--- src/rtl/mips_ctrl_pkg.sv ---
// Shared encodings for the multi-cycle MIPS main control unit:
// opcodes, FSM states, ALUOp/ALUSrcB/PCSource codes and the control word.
package mips_ctrl_pkg;

  localparam logic [5:0] OP_RTYPE = 6'b000000;
  localparam logic [5:0] OP_LW    = 6'b100011;
  localparam logic [5:0] OP_SW    = 6'b101011;
  localparam logic [5:0] OP_BEQ   = 6'b000100;
  localparam logic [5:0] OP_J     = 6'b000010;
  localparam logic [5:0] OP_ADDI  = 6'b001000;

  typedef enum logic [3:0] {
    S_FETCH     = 4'd0,
    S_DECODE    = 4'd1,
    S_MEM_ADDR  = 4'd2,
    S_MEM_READ  = 4'd3,
    S_MEM_WB    = 4'd4,
    S_MEM_WRITE = 4'd5,
    S_EXECUTE   = 4'd6,
    S_R_WB      = 4'd7,
    S_BRANCH    = 4'd8,
    S_JUMP      = 4'd9,
    S_ADDI_EXEC = 4'd10,
    S_ADDI_WB   = 4'd11
  } state_t;

  typedef enum logic [1:0] {
    ALU_ADD   = 2'b00,
    ALU_SUB   = 2'b01,
    ALU_FUNCT = 2'b10
  } aluop_t;

  typedef enum logic [1:0] {
    SRCB_REG  = 2'b00,
    SRCB_FOUR = 2'b01,
    SRCB_IMM  = 2'b10,
    SRCB_IMM4 = 2'b11
  } srcb_t;

  typedef enum logic [1:0] {
    PC_ALU    = 2'b00,
    PC_ALUOUT = 2'b01,
    PC_JUMP   = 2'b10
  } pcsrc_t;

  typedef struct packed {
    logic   pcwrite;
    logic   pcwritecond;
    logic   iord;
    logic   memread;
    logic   memwrite;
    logic   irwrite;
    logic   memtoreg;
    logic   regwrite;
    logic   regdst;
    logic   alusrca;
    srcb_t  alusrcb;
    pcsrc_t pcsource;
    aluop_t aluop;
  } ctrl_t;

  function automatic logic op_legal(input logic [5:0] op);
    return (op == OP_RTYPE) || (op == OP_LW) ||
           (op == OP_SW) || (op == OP_BEQ) ||
           (op == OP_J) || (op == OP_ADDI);
  endfunction

endpackage

--- src/rtl/ctrl_output_decode.sv ---
// Combinational state -> control word decode (Moore part of the FSM).
// Ports: st (state code in), cw (control word out; 12-15 decode to 0).
module ctrl_output_decode
  import mips_ctrl_pkg::*;
(
  input  logic [3:0] st,
  output ctrl_t      cw
);

  always_comb begin
    cw = '0;
    case (st)
      S_FETCH: begin
        cw.memread = 1'b1;
        cw.alusrcb = SRCB_FOUR;
        cw.pcwrite = 1'b1;
        cw.irwrite = 1'b1;
      end
      S_DECODE: begin
        cw.alusrcb = SRCB_IMM4;
      end
      S_MEM_ADDR: begin
        cw.alusrca = 1'b1;
        cw.alusrcb = SRCB_IMM;
      end
      S_MEM_READ: begin
        cw.memread = 1'b1;
        cw.iord    = 1'b1;
      end
      S_MEM_WB: begin
        cw.regwrite = 1'b1;
        cw.memtoreg = 1'b1;
      end
      S_MEM_WRITE: begin
        cw.memwrite = 1'b1;
        cw.iord     = 1'b1;
      end
      S_EXECUTE: begin
        cw.alusrca = 1'b1;
        cw.aluop   = ALU_FUNCT;
      end
      S_R_WB: begin
        cw.regwrite = 1'b1;
        cw.regdst   = 1'b1;
      end
      S_BRANCH: begin
        cw.alusrca     = 1'b1;
        cw.aluop       = ALU_SUB;
        cw.pcwritecond = 1'b1;
        cw.pcsource    = PC_ALUOUT;
      end
      S_JUMP: begin
        cw.pcwrite  = 1'b1;
        cw.pcsource = PC_JUMP;
      end
      S_ADDI_EXEC: begin
        cw.alusrca = 1'b1;
        cw.alusrcb = SRCB_IMM;
      end
      S_ADDI_WB: begin
        cw.regwrite = 1'b1;
      end
      default: ;
    endcase
  end

endmodule

--- src/rtl/main_control_fsm.sv ---
// Multi-cycle MIPS main control FSM: state register, next state, mem_ready gating.
// Ports: clk, reset (sync, high), Op, mem_ready in; datapath strobes, ALUOp, illegal_op, state out.
module main_control_fsm
  import mips_ctrl_pkg::*;
(
  input  logic       clk,
  input  logic       reset,
  input  logic [5:0] Op,
  input  logic       mem_ready,
  output logic       PCWrite,
  output logic       PCWriteCond,
  output logic       IorD,
  output logic       MemRead,
  output logic       MemWrite,
  output logic       IRWrite,
  output logic       MemtoReg,
  output logic       RegWrite,
  output logic       RegDst,
  output logic       ALUSrcA,
  output logic [1:0] ALUSrcB,
  output logic [1:0] PCSource,
  output logic [1:0] ALUOp,
  output logic       illegal_op,
  output logic [3:0] state
);

  state_t st;
  ctrl_t  cw;
  logic   run;
  logic   gate;

  always_ff @(posedge clk) begin
    if (reset) begin
      st <= S_FETCH;
    end else begin
      case (st)
        S_FETCH:
          if (mem_ready) st <= S_DECODE;
        S_DECODE:
          case (Op)
            OP_LW, OP_SW: st <= S_MEM_ADDR;
            OP_RTYPE:     st <= S_EXECUTE;
            OP_BEQ:       st <= S_BRANCH;
            OP_J:         st <= S_JUMP;
            OP_ADDI:      st <= S_ADDI_EXEC;
            default:      st <= S_FETCH;
          endcase
        S_MEM_ADDR:
          if (Op == OP_LW)      st <= S_MEM_READ;
          else if (Op == OP_SW) st <= S_MEM_WRITE;
          else                  st <= S_FETCH;
        S_MEM_READ:
          if (mem_ready) st <= S_MEM_WB;
        S_MEM_WRITE:
          if (mem_ready) st <= S_FETCH;
        S_EXECUTE:   st <= S_R_WB;
        S_ADDI_EXEC: st <= S_ADDI_WB;
        default:     st <= S_FETCH;
      endcase
    end
  end

  ctrl_output_decode u_dec (
    .st (st),
    .cw (cw)
  );

  // Reset forces every output low, so an abandoned
  // instruction can never strobe a write.
  assign run  = ~reset;
  // PC/IR updates in FETCH wait for the instruction word.
  assign gate = (st != S_FETCH) | mem_ready;

  assign PCWrite     = run & cw.pcwrite & gate;
  assign IRWrite     = run & cw.irwrite & gate;
  assign PCWriteCond = run & cw.pcwritecond;
  assign IorD        = run & cw.iord;
  assign MemRead     = run & cw.memread;
  assign MemWrite    = run & cw.memwrite;
  assign MemtoReg    = run & cw.memtoreg;
  assign RegWrite    = run & cw.regwrite;
  assign RegDst      = run & cw.regdst;
  assign ALUSrcA     = run & cw.alusrca;
  assign ALUSrcB     = run ? cw.alusrcb : 2'b00;
  assign PCSource    = run ? cw.pcsource : 2'b00;
  assign ALUOp       = run ? cw.aluop : 2'b00;
  assign illegal_op  = run & (st == S_DECODE) & ~op_legal(Op);
  assign state       = run ? st : 4'd0;

endmodule

--- config.mk ---
export PLATFORM = sky130hd
export DESIGN_NAME = main_control_fsm
export DESIGN_NICKNAME = d
export VERILOG_FILES = /design/src/rtl/mips_ctrl_pkg.sv /design/src/rtl/ctrl_output_decode.sv /design/src/rtl/main_control_fsm.sv
export SDC_FILE = /design/constraint.sdc
export NUM_CORES = 1
export LEC_CHECK = 0
export CAP_MARGIN = 20
export CORE_MARGIN = 1.5
export CORE_UTILIZATION = 43
export CTS_CLUSTER_DIAMETER = 80
export DETAILED_ROUTE_END_ITERATION = 7
export MAX_ROUTING_LAYER = met4
export PLACE_DENSITY = 0.8
export SLEW_MARGIN = 0
export SYNTH_ARGS = -nofsm -noshare
export SYNTH_HDL_FRONTEND = slang
export SYNTH_HIERARCHICAL = 1
export SYNTH_SLANG_ARGS = --single-unit
--- constraint.sdc ---
create_clock -name clk -period 2 [get_ports clk]
set_input_delay 0.5 -clock clk [delete_from_list [all_inputs] [get_ports clk]]
set_output_delay 0.5 -clock clk [all_outputs]
set_load 0.05 [all_outputs]
==> run metrics <==
DRC viols=3; Area Growth Syn to Fin=99.7%; Final Worst Setup Slack=-0.0247 ns; pin count of the biggest net entering global routing=15; Max-Cap Viols=0; syn_nets=116; Hold Path Class=reg -> reg; family with the most delay on the worst path=compound AO/OA/AOI/OAI gates; DIE AREA=1990 um2; DP Worst Slack=-0.471 ns; Syn Area/Cell=6.96 um2; CTS Buffer Depth=2; io pins=30; TritonCTS Sinks=4; Netlist cell types=42; hold path startpoint=st[2]; aggregate routed wire length=3390 um; Crit Path Max Fanout=3; Hold Vio Cnt, Final=0; number of buffers created by CTS=3; final setup fails=2; Final Cell Area=1490 um2; Reg-to-Reg End=st[2]; CP cell instances=buf_2 -> xor2_1 -> o211ai_1 -> and4_4 -> buf_12; commonest non-fill, non-tap cell in the layout=buf_12; top cells by area, synth=nor2b_1 (15%), dfxtp_1 (11%), xor2_1 (4.7%); Max Fclk=0.494 GHz; synthesized flop and latch total=4; Synth top area share=0.151; Arrival @ worst endpoint=1.52 ns; synthesized area=744 um2; DP Area=1360 um2; die height=44.6 um; max_slew headroom=0.748; clock skew=0.0114 ns; most frequent cells in the layout=buf_12 (21), buf_4 (17), nor2b_2 (12); GRT Util Overall=0.342; drt pass-1 iters=6; max reg flops=4; Buf/Inv on CP=2; slowest CP cell=o211ai_1; worst reg2reg setup slack=0.42 ns; EDFF count, synth=0; Core Box Area=1560 um2; measured slew at the worst slew-check pin=0.373 ns; R2R cell count=5; global-route wire length before repair=4910 um; biggest regs=st (4); dominant cell type by area after synthesis=nor2b_1; drt wl/cell=20.8 um; Die X=44.6 um; Max Slew Vio Count=0; post-route minimum period=2.02 ns; grt ovf=0; initial DRC count=62; Std-Cell Rows=14; CP Launch Type=primary input; Mapped Cells=107; slowest cell delay on critical path=0.31 ns; WS Path Type=in -> out; nets@finish=158; share of cells above drive strength 1=0.599; CP Data Required Time=1.50 ns; initial antenna violation count=0; clock-pin slew on the worst setup and hold paths=0.05 ns; Tcrit/Tclk final=1.01; CTS tree=built; vias in the first global route=1016; hold endpoint=st[3]; Clock Latency Late Sink=0.24 ns; outcome=finished, violations left; ys flop type=dfxtp_1; failing checks=DRC, setup timing; pwr dens=338 nW/um2; CTS root buffer=clkbuf_4; Routed Antenna Nets=0; fin cells=163; total vias in the final route=1077; Inst Count DP=160; Max IR drop VDD=0.576 mV; Post-CTS Hold Buffers=0; Seq/Total Area, Yosys=0.108; DP HPWL=2000 um; Largest Register=st; YS warnings=6; ANT cells=0; WHS Path Cells=2; I/O Buffers=29; FFs w/ async S/R, synth=0; filler cell count=40; hold_ws=0.613 ns; Initial Util=0.478; leakage=0.601 nW; GPL Wtd Cong=0.897; H-tree level count=1; FF-to-FF Start=st[1]; Worst setup EP type=output port; Vias/cell=6.61; total power=0.502 mW
-- worst register-to-register path, cell delays in order (launching register included) --
cell and delay [ns]:
dfxtp_4 0.43, buf_4 0.21, inv_1 0.10, a211oi_2 0.26
o21bai_1 0.21, o31ai_1 0.27
-- report_power, final --
part | switching, mW | total, mW | internal, mW
registers | 0.00616 | 0.0893 | 0.0832
clock network | 0.0371 | 0.104 | 0.0674
logic | 0.164 | 0.308 | 0.144
total | 0.207 | 0.502 | 0.295
-- layout make-up --
class / count / area [um2] / share of cell area
Sequential cell: 4 / 87.6 / 0.0589
Clock buffer: 3 / 22.5 / 0.0152
Tap cell: 16 / 20.0 / 0.0135
Multi-Input combinational cell: 90 / 703 / 0.473
Inverter: 1 / 3.75 / 0.00253
Timing Repair Buffer: 49 / 649 / 0.437
-- per-layer routing --
metal  track usage  vias up  routed length [um]
met2         0.606       75                1760
met1         0.390      513                1220
met4         0.133        0                 157
met3        0.0327       27                 252
li1              -      462                   -
met5             -        -                   0
-- cells in the mapped netlist (2+ instances only) --
library cell / count
nand2b_1: 5
buf_4: 2
nor4_1: 2
nor3_1: 6
o21ai_0: 5
nand2_1: 2
dfxtp_1: 4
a21oi_1: 3
a31o_2: 3
xor2_1: 4
and2_1: 2
and3_1: 3
buf_2: 5
nand3_1: 4
nor2_1: 9
clkbuf_1: 4
nor2b_1: 18
nor3b_1: 2
-- stage by stage --
step / utilization / TNS [ns]
2_1_floorplan: - / -1.34
6_report: 0.953 / -0.0445
5_1_grt: 0.953 / -0.247
4_1_cts: 0.928 / -0.0214
3_5_place_dp: 0.872 / -2.55
3_3_place_gp: 0.872 / -1.96
-- cell families (layout without fill, tap and decap cells) --
family,Yosys count,in the layout,share of synthesized area
buf+inv,13,53,0.0941
compound gates,23,23,0.230
mux,1,1,0.0134
simple gates,61,61,0.496
xor+xnor,5,5,0.0588
flops,4,4,0.108
-- what timing repair did --
item                       CTS  global route
resized for setup           46            16
setup endpoints to repair   19            14
setup buffers                0             0
pin swaps                    7             4
-- how the worst max path moves through the flow --
stage	from	endpoint	slack, ns	cells after the start
2_1_floorplan	st[0]	illegal_op	-0.14	3
3_3_place_gp	Op[5]	illegal_op	-0.38	6
3_5_place_dp	Op[5]	illegal_op	-0.47	6
4_1_cts	Op[1]	illegal_op	-0.02	6
5_1_grt	st[1]	ALUSrcA	-0.11	4
6_report	Op[2]	illegal_op	-0.02	5
Note: power is estimated with default switching activity, not from simulation.
